`config.mk`:
```
export PLATFORM = sky130hd
export DESIGN_NAME = int_to_fp
export DESIGN_NICKNAME = d
export VERILOG_FILES = /design/src/rtl/fpu_pkg.sv /design/src/rtl/bf16_round_rne.sv /design/src/rtl/int_to_fp.sv
export SDC_FILE = /design/constraint.sdc
export NUM_CORES = 1
export LEC_CHECK = 0
export ABC_AREA = 0
export CAP_MARGIN = 10
export CORE_MARGIN = 5
export CORE_UTILIZATION = 40
export DETAILED_ROUTE_END_ITERATION = 10
export SKIP_LAST_GASP = 1
export SLEW_MARGIN = 10
export SYNTH_ARGS = -nofsm -noshare
export SYNTH_HDL_FRONTEND = slang
export SYNTH_HIERARCHICAL = 1
export SYNTH_SLANG_ARGS = --single-unit
export TNS_END_PERCENT = 30
```
`constraint.sdc`:
```
create_clock -name clk_i -period 3.7 [get_ports clk_i]
set_input_delay 0.555 -clock clk_i [delete_from_list [all_inputs] [get_ports clk_i]]
set_output_delay 0.555 -clock clk_i [all_outputs]
set_load 0.05 [all_outputs]
```
`src/rtl/fpu_pkg.sv`:
```
// Shared FPU definitions: bfloat16 field layout, status flag encodings and
// the integer-to-float converter state type.
package fpu_pkg;

  localparam int BF16_BIAS  = 127;
  localparam int BF16_EXP_W = 8;
  localparam int BF16_MAN_W = 7;
  localparam int BF16_W     = 1 + BF16_EXP_W + BF16_MAN_W;

  localparam logic [2:0] FLAG_NONE    = 3'b000;
  localparam logic [2:0] FLAG_OVF     = 3'b001;
  localparam logic [2:0] FLAG_UNF     = 3'b010;
  localparam logic [2:0] FLAG_INEXACT = 3'b100;

  typedef enum logic [1:0] {
    IDLE,
    NORM,
    DONE
  } i2f_state_e;

endpackage

```
`src/rtl/bf16_round_rne.sv`:
```
// Round-to-nearest-even for a normalised bfloat16 significand. A carry out of
// an all-ones significand wraps it to zero and bumps the exponent by one.
module bf16_round_rne
  import fpu_pkg::*;
(
  input  logic [BF16_MAN_W-1:0] sig,
  input  logic                  guard,
  input  logic                  sticky,
  input  logic [BF16_EXP_W-1:0] exp,
  output logic [BF16_MAN_W-1:0] sig_rnd,
  output logic [BF16_EXP_W-1:0] exp_rnd,
  output logic                  inexact
);

  logic round_up;

  // Round up only above the halfway point, or exactly at it when the kept LSB is odd.
  always_comb begin
    round_up = guard && (sticky || sig[0]);
    sig_rnd  = sig;
    exp_rnd  = exp;
    inexact  = guard | sticky;
    if (round_up) begin
      if (sig == '1) begin
        sig_rnd = '0;
        exp_rnd = exp + 8'd1;
      end else begin
        sig_rnd = sig + 7'd1;
      end
    end
  end

endmodule

```
`src/rtl/int_to_fp.sv`:
```
// Iterative 32-bit sign-magnitude integer to bfloat16 converter. The magnitude
// is left-normalised in coarse then single-bit steps, one step per cycle, and
// the result is rounded to nearest-even. One conversion in flight at a time.
module int_to_fp
  import fpu_pkg::*;
#(
  parameter int COARSE_SHIFT = 8
) (
  input  logic        clk_i,
  input  logic        rst_ni,
  input  logic        valid_i,
  output logic        ready_o,
  input  logic [31:0] int_i,
  output logic        valid_o,
  input  logic        ready_i,
  output logic [15:0] fp_o,
  output logic [2:0]  flag
);

  // Exponent of a magnitude whose leading one already sits at bit 30.
  localparam logic [7:0] EXP_START = 8'(BF16_BIAS + 30);

  i2f_state_e state_q, state_d;
  logic        sign_q, sign_d;
  logic [30:0] mag_q, mag_d;
  logic [7:0]  exp_q, exp_d;
  logic [15:0] fp_q, fp_d;
  logic [2:0]  flag_q, flag_d;

  logic [6:0]  sig_rnd;
  logic [7:0]  exp_rnd;
  logic        inexact;

  bf16_round_rne u_round (
    .sig     (mag_q[29:23]),
    .guard   (mag_q[22]),
    .sticky  (|mag_q[21:0]),
    .exp     (exp_q),
    .sig_rnd (sig_rnd),
    .exp_rnd (exp_rnd),
    .inexact (inexact)
  );

  // Conversion state and result registers; reset discards any conversion in flight.
  always_ff @(posedge clk_i or negedge rst_ni) begin
    if (!rst_ni) begin
      state_q <= IDLE;
      sign_q  <= 1'b0;
      mag_q   <= '0;
      exp_q   <= '0;
      fp_q    <= '0;
      flag_q  <= FLAG_NONE;
    end else begin
      state_q <= state_d;
      sign_q  <= sign_d;
      mag_q   <= mag_d;
      exp_q   <= exp_d;
      fp_q    <= fp_d;
      flag_q  <= flag_d;
    end
  end

  // Accept in IDLE, normalise one step per cycle in NORM, hold the result in DONE until taken.
  always_comb begin
    state_d = state_q;
    sign_d  = sign_q;
    mag_d   = mag_q;
    exp_d   = exp_q;
    fp_d    = fp_q;
    flag_d  = flag_q;
    case (state_q)
      IDLE: begin
        if (valid_i) begin
          sign_d = int_i[31];
          mag_d  = int_i[30:0];
          exp_d  = EXP_START;
          if (int_i[30:0] == '0) begin
            fp_d    = {int_i[31], 15'b0};
            flag_d  = FLAG_NONE;
            state_d = DONE;
          end else begin
            state_d = NORM;
          end
        end
      end
      NORM: begin
        if (mag_q[30 -: COARSE_SHIFT] == '0) begin
          mag_d = mag_q << COARSE_SHIFT;
          exp_d = exp_q - 8'(COARSE_SHIFT);
        end else if (!mag_q[30]) begin
          mag_d = mag_q << 1;
          exp_d = exp_q - 8'd1;
        end else begin
          fp_d    = {sign_q, exp_rnd, sig_rnd};
          flag_d  = inexact ? FLAG_INEXACT : FLAG_NONE;
          state_d = DONE;
        end
      end
      DONE: begin
        if (ready_i) begin
          state_d = IDLE;
        end
      end
      default: state_d = IDLE;
    endcase
  end

  assign ready_o = (state_q == IDLE);
  assign valid_o = (state_q == DONE);
  assign fp_o    = fp_q;
  assign flag    = flag_q;

endmodule

```
==> results.toml <==
[pwr]
power.total_mw = 3.74
power_leakage_nw = 1.73
powerDensity_nw_per_um2 = 907
ir_worst_vdd_mv = 0.480

[cts]
clockRootBuffer = "clkbuf_8"
cts_tree = "yes"
holdBufCountCts = 0
clock_path_buffers = 2
cts_resized = 0
clkSlewWorstSetupHoldPaths_ns = 0.07
post_cts_buffers = 0
h-tree-depth = 3
clock_sinks = 59
numCtsBuffers = 9
clock_latency_ns = 0.34

[final_layout]
final_cell_mix = "dfrtp_1, clkdlybuf4s50_1, nand2_1, o21ai_0"
final_cell_count_no_fill = 506
diodes = 0
layout_commonest_cell = "dfrtp_1"
fin_nets = 437
drive_above_1_share_pct = 11.0
syn2layout_area_growth_pct = 24.2
fillers = 785

[die]
die_h_microns = 101
initial_core_util_pct = 40.6
die_w_microns = 101
design.core.area_sq_um = 8180
rows = 33
io_pins = 57
dieArea_sq_um = 10200

[timing]
setup_tns_ns = 0
finalClockSkew_ns = 0.00946
setup_violations = 0
setup_ws_ns = 1.14
hold_viol_final = 0
clock.fmax_mhz = 391
min_period_ns = 2.56
rsz0062_at_grt = "false"
max_slew.worst_pin.slew_ns = 1.02
drv_slew = 0
fin_crit_sh_pct = 69.1
slew_headroom_pct = 31.7

[logic_synthesis]
ys_ff_latch = 59
ys_warn_count = 6
synthArstFlopShare_pct = 100
ys_seq_area_share_pct = 44.4
ys.flop_type = "dfrtp_1"
synth_area_sq_um = 3320
synthCells = 344
synth_cell_types = 53
synth_edf_count = 0
syn_area_per_cell_sq_um = 9.66

[detailed_routing]
wire_per_inst_microns = 18.4
drc = 0
drtIter0Drc = 249
first_pass_iters = 5
drt-vias-per-instance = 5.83
antenna_left = 0
routed_wl_mm = 9.29
via_count = 2949

[critical_path]
crit_path_max_fanout = 14
worst-setup-path-type = "flop to primary output"
crit_path_end_kind = "primary output"
start_kind = "flop"
arrival_ns = 2.00
critPathRequiredTime_ns = 3.14

[placed_design]
dp.cells = 490
preCtsSetupSlack_ns = 1.16
dp_hpwl_mm = 6.53
gp_congestion = 0.835
io_buffer_count = 54

[min_path]
hp-class = "input port to async pin"

[grt]
overflow = 0
grt_pass1_wl_mm = 15.5
track_usage_pct = 19.1
grt_antenna_before_repair = 0
first_global_vias = 3007
grt_start_max_net_pins = 37

[flow_run]
cap_violations = 0

[outcome]
status = "complete, no violations"
## flip-flops by register name (all words and copies together) (netlist names)
signal	count
exp_q	8
flag	1
fp_o	16
mag_q	31
sign_q	1
state_q	2
## cell type report
cell class | instances | area (sq um) | area share, %
clock buffer | 12 | 165 | 4.00
clock inverter | 4 | 47.5 | 1.15
inverter | 18 | 67.6 | 1.64
multi-input combinational | 246 | 1640 | 39.8
sequential | 59 | 1480 | 35.8
tap | 105 | 131 | 3.18
timing repair buffer | 62 | 596 | 14.4
## path summary, 6_finish.rpt
| kind | startpoint | end | slack, ns | depth (start not counted) |
|---|---|---|---|---|
| max reg2reg | mag_q[16] | fp_o[8] | 1.20 | 6 |
| min in group clk_i | sign_q | sign_q | 0.50 | 2 |
| min reg2reg | sign_q | sign_q | 0.50 | 2 |
| max | state_q[0] | valid_o | 1.14 | 3 |
| max in group asynchronous | rst_ni | mag_q[13] | 2.56 | 2 |
| min | rst_ni | fp_o[13] | 0.30 | 1 |
## where the power goes
part           internal (mW)  switching [mW]
logic                  0.714            1.08
registers              0.933           0.382
clock network          0.364           0.267
total                   2.01            1.73
## kinds of logic (layout without fill, tap and decap cells)
family / Yosys count / in the layout / share of synthesized area, %
simple gates: 115 / 115 / 18.9
compound gates: 106 / 106 / 23.4
mux: 3 / 3 / 1.02
other cells: 1 / 2 / 0.113
xor+xnor: 15 / 15 / 3.95
flops: 59 / 59 / 44.4
buf+inv: 40 / 96 / 6.29
fa+ha+maj: 5 / 5 / 1.88
## cells in the mapped netlist, drive strengths merged (2+ instances only)
cell type,count,area (sq um)
mux2,3,33.8
o21a,6,45.0
nor4,13,93.8
inv,18,67.6
a221oi,13,114
a222oi,7,70.1
nand4,8,50.1
nand2,38,143
and3,13,81.3
a211oi,6,45.0
nand3,4,25.0
nand2b,3,18.8
nor3,4,42.5
a22o,17,149
o21ai,29,156
a21oi,13,65.1
ha,5,62.6
xor2,5,43.8
xnor2,10,87.6
buf,18,126
clkbuf,4,15.0
or4,2,15.0
nor3b,3,32.5
nor2b,3,18.8
a22oi,4,30.0
nor2,20,77.6
dfrtp,59,1480
## per-stage QoR
step | hold WS, ns | util [%] | cell area [sq um]
after floorplan | 0.259 | - | 3330
after global placement | 0.458 | 47.9 | 3920
after detailed placement | 0.483 | 47.9 | 3920
after CTS | 0.316 | 50.5 | 4130
after global routing | 0.370 | 50.5 | 4130
final | 0.302 | 50.5 | 4130
## critical path, cell delays in order (launching register included)
cell and delay [ns]:
dfrtp_1 0.55, nand2b_1 0.26, inv_1 0.06, clkdlybuf4s50_1 0.80
## per-layer routing
layer  GRT usage (%)  up-vias  wire length, microns
met2            30.0      117                  4460
li1                -     1380                     -
met1            27.2     1443                  4130
met4            6.65        0                   106
met3            2.55        9                   599
met5               0        -                     0
No activity file was read; power rests on OpenSTA's default activity.
